$ cat config.mk
export PLATFORM = sky130hd
export DESIGN_NAME = decode_pipe
export DESIGN_NICKNAME = d
export VERILOG_FILES = /design/src/rtl/decode_pipe.sv
export SDC_FILE = /design/constraint.sdc
export NUM_CORES = 2
export LEC_CHECK = 0
export CAP_MARGIN = 15
export CORE_MARGIN = 4
export CORE_UTILIZATION = 55
export CTS_CLUSTER_SIZE = 8
export DETAILED_ROUTE_END_ITERATION = 8
export GPL_TIMING_DRIVEN = 0
export PLACE_DENSITY_LB_ADDON = 0.08
export SYNTH_ARGS = -nofsm -noshare
export SYNTH_HDL_FRONTEND = slang
export SYNTH_SLANG_ARGS = --single-unit
$ cat constraint.sdc
create_clock -name clk -period 11.7 [get_ports clk]
set_input_delay 1.17 -clock clk [delete_from_list [all_inputs] [get_ports clk]]
set_output_delay 1.17 -clock clk [all_outputs]
set_load 0.01 [all_outputs]
$ cat src/rtl/decode_pipe.sv
// MIPS decode stage: regfile with optional write-back bypass, main control decode, load-use stall, ID/EX register.
// Latency 1 cycle to ID/EX; stall is combinational to fetch; flush or stall injects a bubble (valid_ex=0).
module decode_pipe #(
  parameter int DATA_W    = 32,
  parameter int NUM_REGS  = 32,
  parameter int WB_BYPASS = 1
) (
  input  logic              clk,
  input  logic              rst,
  input  logic [31:0]       instruction,
  input  logic              if_valid,
  input  logic [DATA_W-1:0] PCnext,
  input  logic              flush,
  input  logic              RegWrite,
  input  logic [4:0]        wb_reg,
  input  logic [DATA_W-1:0] writeData,
  output logic              stall,
  output logic              valid_ex,
  output logic [DATA_W-1:0] rdData1,
  output logic [DATA_W-1:0] rdData2,
  output logic [DATA_W-1:0] imm,
  output logic [8:0]        control,
  output logic [4:0]        rs_ex,
  output logic [4:0]        rt_ex,
  output logic [4:0]        wreg_ex,
  output logic [DATA_W-1:0] PCnextID,
  output logic              illegal
);

  localparam int AW = $clog2(NUM_REGS);

  logic [5:0]        opcode;
  logic [4:0]        rs, rt, rd;
  logic [AW-1:0]     rs_a, rt_a, wb_a;
  logic [8:0]        ctl_dec;
  logic              ill_dec;
  logic              uses_rt;
  logic [DATA_W-1:0] regs [NUM_REGS];
  logic [DATA_W-1:0] rd1, rd2;
  logic              bubble;

  assign opcode = instruction[31:26];
  assign rs     = instruction[25:21];
  assign rt     = instruction[20:16];
  assign rd     = instruction[15:11];
  assign rs_a   = rs[AW-1:0];
  assign rt_a   = rt[AW-1:0];
  assign wb_a   = wb_reg[AW-1:0];

  always_comb begin
    ctl_dec = 9'b0;
    ill_dec = 1'b0;
    uses_rt = 1'b0;
    case (opcode)
      6'b000000: begin ctl_dec = 9'b110000010; uses_rt = 1'b1; end
      6'b100011: ctl_dec = 9'b000101011;
      6'b101011: begin ctl_dec = 9'b000100100; uses_rt = 1'b1; end
      6'b000100: begin ctl_dec = 9'b001010000; uses_rt = 1'b1; end
      6'b001000: ctl_dec = 9'b000100010;
      default:   ill_dec = 1'b1;
    endcase
  end

  always_ff @(posedge clk) begin
    if (rst) begin
      for (int i = 0; i < NUM_REGS; i++) regs[i] <= '0;
    end else if (RegWrite && wb_a != '0) begin
      regs[wb_a] <= writeData;
    end
  end

  // Register 0 is hardwired; bypass only applies to a real (nonzero) destination.
  always_comb begin
    rd1 = (rs_a == '0) ? '0 : regs[rs_a];
    rd2 = (rt_a == '0) ? '0 : regs[rt_a];
    if (WB_BYPASS != 0 && RegWrite && wb_a != '0) begin
      if (wb_a == rs_a) rd1 = writeData;
      if (wb_a == rt_a) rd2 = writeData;
    end
  end

  assign stall = if_valid & valid_ex & control[3] & (wreg_ex != 5'd0) &
                 ((wreg_ex == rs) | (uses_rt & (wreg_ex == rt))) & ~flush;

  assign bubble = flush | stall | ~if_valid;

  // Bubbles clear only the qualifying fields; data fields keep their last values.
  always_ff @(posedge clk) begin
    if (rst) begin
      valid_ex <= 1'b0;
      rdData1  <= '0;
      rdData2  <= '0;
      imm      <= '0;
      control  <= 9'b0;
      rs_ex    <= 5'd0;
      rt_ex    <= 5'd0;
      wreg_ex  <= 5'd0;
      PCnextID <= '0;
      illegal  <= 1'b0;
    end else if (bubble) begin
      valid_ex <= 1'b0;
      control  <= 9'b0;
      illegal  <= 1'b0;
    end else begin
      valid_ex <= 1'b1;
      rdData1  <= rd1;
      rdData2  <= rd2;
      imm      <= DATA_W'($signed(instruction[15:0]));
      control  <= ctl_dec;
      rs_ex    <= rs;
      rt_ex    <= rt;
      wreg_ex  <= ctl_dec[8] ? rd : rt;
      PCnextID <= PCnext;
      illegal  <= ill_dec;
    end
  end

endmodule

# Word-level counts from Yosys, hierarchy flattened
# Memories as Yosys holds them, arrays and structs flattened.
# Index checks and enable logic that the tools add are counted.
[classes] n_addsub=0 mul=0 div=0 magnitude_cmp=0 eq_ne=8 n_shift=0 mux=19 bitwise=11 n_reduce_logical=10
[ops] op="$mux W32" count=7
[ops] op="$pmux W9 S5" count=1
[ops] op="$reduce_or A32 Y1" count=1
[ops] op="$eq A5 B5 Y1" count=4
[ops] op="$eq A6 B6 Y1 const B" count=2
[ops] op="$logic_not A5 Y1" count=2
[ops] op="$mux W5" count=2
[ops] op="$reduce_bool A5 Y1" count=2
[ops] op="$mux W1" count=9
[ops] op="$and A1 B1 Y1" count=6
[ops] op="$eq A6 B3 Y1 const B" count=1
[ops] op="$eq A6 B4 Y1 const B" count=1
[ops] op="$logic_not A6 Y1" count=1
[ops] op="$reduce_or A5 Y1" count=1
[ops] op="$or A1 B1 Y1" count=3
[ops] op="$reduce_or A3 Y1" count=1
[ops] op="$not A1 Y1" count=2
[ops] op="$reduce_or A2 Y1" count=1
[ops] op="$logic_and A1 B1 Y1" count=1
[word_totals] reg_bits=138 latch_bits=0 ram_bits=1024 rom_bits=0 n_memories=1
[mem_list] name="regs" depth=32 word_bits=32 read_ports=2 rd_ports_with_merged_regs=0 write_ports=32 line="38" source="logic [DATA_W-1:0] regs [NUM_REGS];"

# Logic depth before layout (Yosys ltp)
[logic_depth] ltp_word=10 depth_mapped=9

# Worst setup path before layout
# Ideal clock, no wire load.
[synth_timing] path_kind="input -> register" startpoint="in wb_reg[2]" endpoint="mem regs[24][0] (enable)" t_arrival_ns=4.359 required_ns=11.234 path_slack_ns=6.876 cell_stages=6 cell_sequence="buf_4 or3_1 clkbuf_1 nand3_1 clkbuf_1 o21ai_0"
[synth_rtl] item="start: declaration" line="15" source="input logic [4:0] wb_reg,"
[synth_rtl] item="end: declaration" line="38"

# Final worst setup path
[layout_timing] startpoint="in instruction[31]" endpoint="out stall"
[layout_between] elab_chain_len=7
[layout_lines] item="start: declaration" line="10" source="input logic [31:0] instruction,"
[layout_lines] item="$eq A6 B3 Y1 (tied with other cells)" line="54" source="case (opcode)"
[layout_lines] item="$reduce_or A3 Y1 (no source line) *"
[layout_lines] item="$mux W1 *" line="54"
[layout_lines] item="$and A1 B1 Y1 *" line="83" source="((wreg_ex == rs) | (uses_rt & (wreg_ex == rt))) & ~flush;"
[layout_lines] item="$or A1 B1 Y1 *" line="83"
[layout_lines] item="$and A1 B1 Y1 *" line="82" source="assign stall = if_valid & valid_ex & control[3] & (wreg_ex != 5'd0) &"
[layout_lines] item="$and A1 B1 Y1 *" line="83"
[layout_lines] item="end: declaration" line="17" source="output logic stall,"
# Every way passes the cells marked *; elsewhere a longest branch is shown, timed or not.

==> results.md <==
* Result of the run: completed
* Routed wire length on met3 at approximately 30 mm
* Worst R2R Start: wreg_ex[0]$_SDFFE_PP0N_
* Post-DR wirelength/cell at about 36 um
* Dominant cell by count in the synthesized netlist: sky130_fd_sc_hd__edfxtp_1
* Overall overflow remaining after global route at 0
* EDFF count, synth at between 1,000 and 1,500
* Initial antenna violation count at 10
* Share of the synthesized area in the top cell type at 0.515
* Pwr per Cell Area at around 150 nW/um2
* Flop and latch count out of synthesis at approximately 1,200
* Die extent in x at between 300 and 400 um
* Tightest Pin Transition at around 1.3 ns
* Total power consumption of the routed design at between 10 and 15 mW
* Path type of the worst min-delay path: flip-flop to flip-flop
* Number of nets with antenna violations after detailed routing at 0
* WS Path Type: primary input to output pin
* Fmax at 186 MHz
* Number of library cell types mapped by synthesis at 51
* Buffer cell driving the clock tree root: sky130_fd_sc_hd__clkbuf_16
* Number of nets in the finished design at 4,727
* Post-layout minimum cycle time at 5.39 ns
* Synth Warn # at 0
* Final Skew at 0.0302 ns
* Unrepaired setup endpoints after global routing: false
* Instance count of the mapped netlist at around 4,100
* Max clock buf depth at 3
* Critical path arrival at about 4.2 ns
* Setup Buffers After CTS at 0
* Critical Path Fanout Max at 10
* Total standard cell area after synthesis at 59,700 um2
* Required time worst endpoint at 10.53 ns
* Detail Placement HPWL at between 150 and 200 mm
* Clk sinks at 1,159
* Port Buffer Count at between 200 and 250
* Boundary Pins at between 200 and 300
* Number of cells upsized or downsized after cts at 0
* TritonCTS clock tree: built
* Post-route clock period utilization at 0.461
* Highest Signal Layer: met5
* Number of global-route vias before repair at approximately 43,000
* Peak supply drop at approximately 0.12 mV
* Sequential-to-total area share from yosys stat at 0.560
* Number of maximum-capacitance constraint violations at 0
* Die area at 114,000 um2
* Routability-driven placement congestion ratio at around 0.98
* Fraction of layout instances using a drive strength above 1 at 0.192
* Iteration-0 DRC count of the detailed router at ~6,500
* Number of buffers inserted for hold repair after clock tree synthesis at 0
* First-pass GRT wire length at ~310 mm
* Latest clock arrival within the worst-skew pair at 0.79 ns
* Combined global-route utilization of all metal layers at 0.390
* Core Box Area at approximately 110,000 um2
* Layout overhead on the synthesized area at 17.5%
* Critical path capture point type: output pin
* Synth Area per Inst at 14.5 um2
* Total wire length at around 220 mm
* Worst hold slack at 0.470 ns
* Final TNS setup at 0 ns
* Count of unresolved DRC violations after routing at 0
* Most common flop cell mapped by yosys: sky130_fd_sc_hd__edfxtp_1
* Maximum number of pins on one net before global-route repair at 26
* HP Start: imm[11]$_SDFFE_PP0N_
* Max-slew violations at 0
* Most frequent cells after synthesis: 1,024 x sky130_fd_sc_hd__edfxtp_1, 995 x sky130_fd_sc_hd__and2_1, 512 x sky130_fd_sc_hd__mux4_2
* Setup crit start kind: primary input
* Most area-hungry cell type in the Yosys netlist: sky130_fd_sc_hd__edfxtp_1
* # rows at 120
* Async set-reset flop share out of synthesis at 0
* First element of the critical path: instruction[31]
* Routed via count divided by cell count at around 7.0
* Hold Vio Cnt, Final at 0
* Via count of the routed design at 42,817
* Die Y-Extent at 337 um
* Total CTS buffers at roughly 160
* Rel. slew slack at 0.104
* Register clock-pin slew on the reported worst setup and hold paths at about 0.050 ns
* Max H-tree Level at 4
* Fraction of the core area covered by cells at the end of the flow at 0.653
* Final number of setup-violating endpoints at 0
* First-pass iteration count of the detailed router at 8
* Synth top area cells: sky130_fd_sc_hd__edfxtp_1 52%, sky130_fd_sc_hd__mux4_2 19%, sky130_fd_sc_hd__and2_1 10%
* Leakage power figure at about 24 nW
* Initial cell density of the core at 0.556
* Met1 routed wirelength after detailed routing at around 76 mm
* Length of routed met2 wiring at approximately 100 mm
[kinds of logic after synthesis]
logic type                Yosys count  synth area share
DFF                              1159             0.560
buffers and inverters             507            0.0358
xor gates and xnor gates           20           0.00293
AOI/OAI and AO/OA                 645            0.0762
and+or+nand+nor                  1241             0.125
other                               1         0.0000628
muxes                             552             0.200
[final timing paths]
check,to,cells past startpoint,slack [ns]
worst max-delay path,stall,9,6.31
worst min-delay path,imm[11]$_SDFFE_PP0N_,2,0.47
worst max register to register,rdData1[21]$_SDFFE_PP0N_,8,8.74
worst min register to register,imm[11]$_SDFFE_PP0N_,2,0.47
[report_power, final]
group	switching, mW	internal, mW	leakage, nW	total, mW
clock	1.77	2.62	2.20	4.39
sequential	0.137	4.73	10.9	4.87
combinational	0.750	0.544	10.6	1.29
total	2.66	7.90	23.6	10.6
[layout make-up]
cell class	instances	area, um2
Clock inverter	3	33.8
Multi-Input combinational cell	2490	24600
Timing Repair Buffer	301	3620
Antenna cell	7	17.5
Clock buffer	244	4530
Fill cell	7766	37200
Inverter	5	18.8
Buffer	502	2120
Tap cell	1403	1760
Sequential cell	1159	33500
[critical path: stages]
cell                              delay (ns)
sky130_fd_sc_hd__clkdlybuf4s50_1        0.41
sky130_fd_sc_hd__or3_1                  0.36
sky130_fd_sc_hd__clkbuf_1               0.15
sky130_fd_sc_hd__o22ai_1                0.37
sky130_fd_sc_hd__nand4b_1               0.28
sky130_fd_sc_hd__buf_2                  0.37
sky130_fd_sc_hd__clkbuf_1               0.31
sky130_fd_sc_hd__a21oi_1                0.21
sky130_fd_sc_hd__clkdlybuf4s50_1        0.56
[routing by layer]
metal  vias to the layer above  track usage
met5                         -            0
met4                         6        0.257
met3                       844        0.117
met2                      3535        0.588
met1                     21389        0.494
li1                      17043            -
[registers in the layout, indices dropped and copies added (netlist names), 6 cells and up]
name and cells:
rdData1 32, rdData2 32, control 6, imm 16, PCnextID 32, regs 1024
[cell usage in the layout, fill, tap and decap left out, types with 9 or more instances in the layout]
cell / synthesis / final
sky130_fd_sc_hd__a21o_1: 31 / 31
sky130_fd_sc_hd__a21oi_1: 90 / 90
sky130_fd_sc_hd__a22oi_1: 285 / 285
sky130_fd_sc_hd__a311oi_1: 64 / 64
sky130_fd_sc_hd__a31oi_1: 69 / 69
sky130_fd_sc_hd__and2_1: 995 / 995
sky130_fd_sc_hd__buf_1: 33 / 33
sky130_fd_sc_hd__buf_12: 0 / 23
sky130_fd_sc_hd__buf_16: 0 / 19
sky130_fd_sc_hd__buf_2: 93 / 93
sky130_fd_sc_hd__buf_4: 28 / 28
sky130_fd_sc_hd__buf_8: 0 / 9
sky130_fd_sc_hd__clkbuf_1: 346 / 418
sky130_fd_sc_hd__clkbuf_16: 0 / 170
sky130_fd_sc_hd__clkdlybuf4s50_1: 0 / 248
sky130_fd_sc_hd__conb_1: 1 / 32
sky130_fd_sc_hd__dfxtp_1: 135 / 135
sky130_fd_sc_hd__edfxtp_1: 1024 / 1024
sky130_fd_sc_hd__mux2i_1: 39 / 39
sky130_fd_sc_hd__mux4_2: 512 / 512
sky130_fd_sc_hd__nand2_1: 101 / 101
sky130_fd_sc_hd__nand4_1: 61 / 61
sky130_fd_sc_hd__nor2_1: 42 / 42
sky130_fd_sc_hd__o21ai_4: 0 / 31
sky130_fd_sc_hd__o31ai_1: 58 / 58
sky130_fd_sc_hd__xnor2_1: 14 / 14
[stage by stage]
stage	area (um2)	worst slack, ns	cells
floorplan	59800	6.88	4156
global placement	64000	2.76	5807
detailed placement	65400	6.37	5854
CTS	70000	6.36	6101
global route	70100	6.11	6107
finish	70100	6.31	6114
No activity file was read; power rests on OpenSTA's default activity.
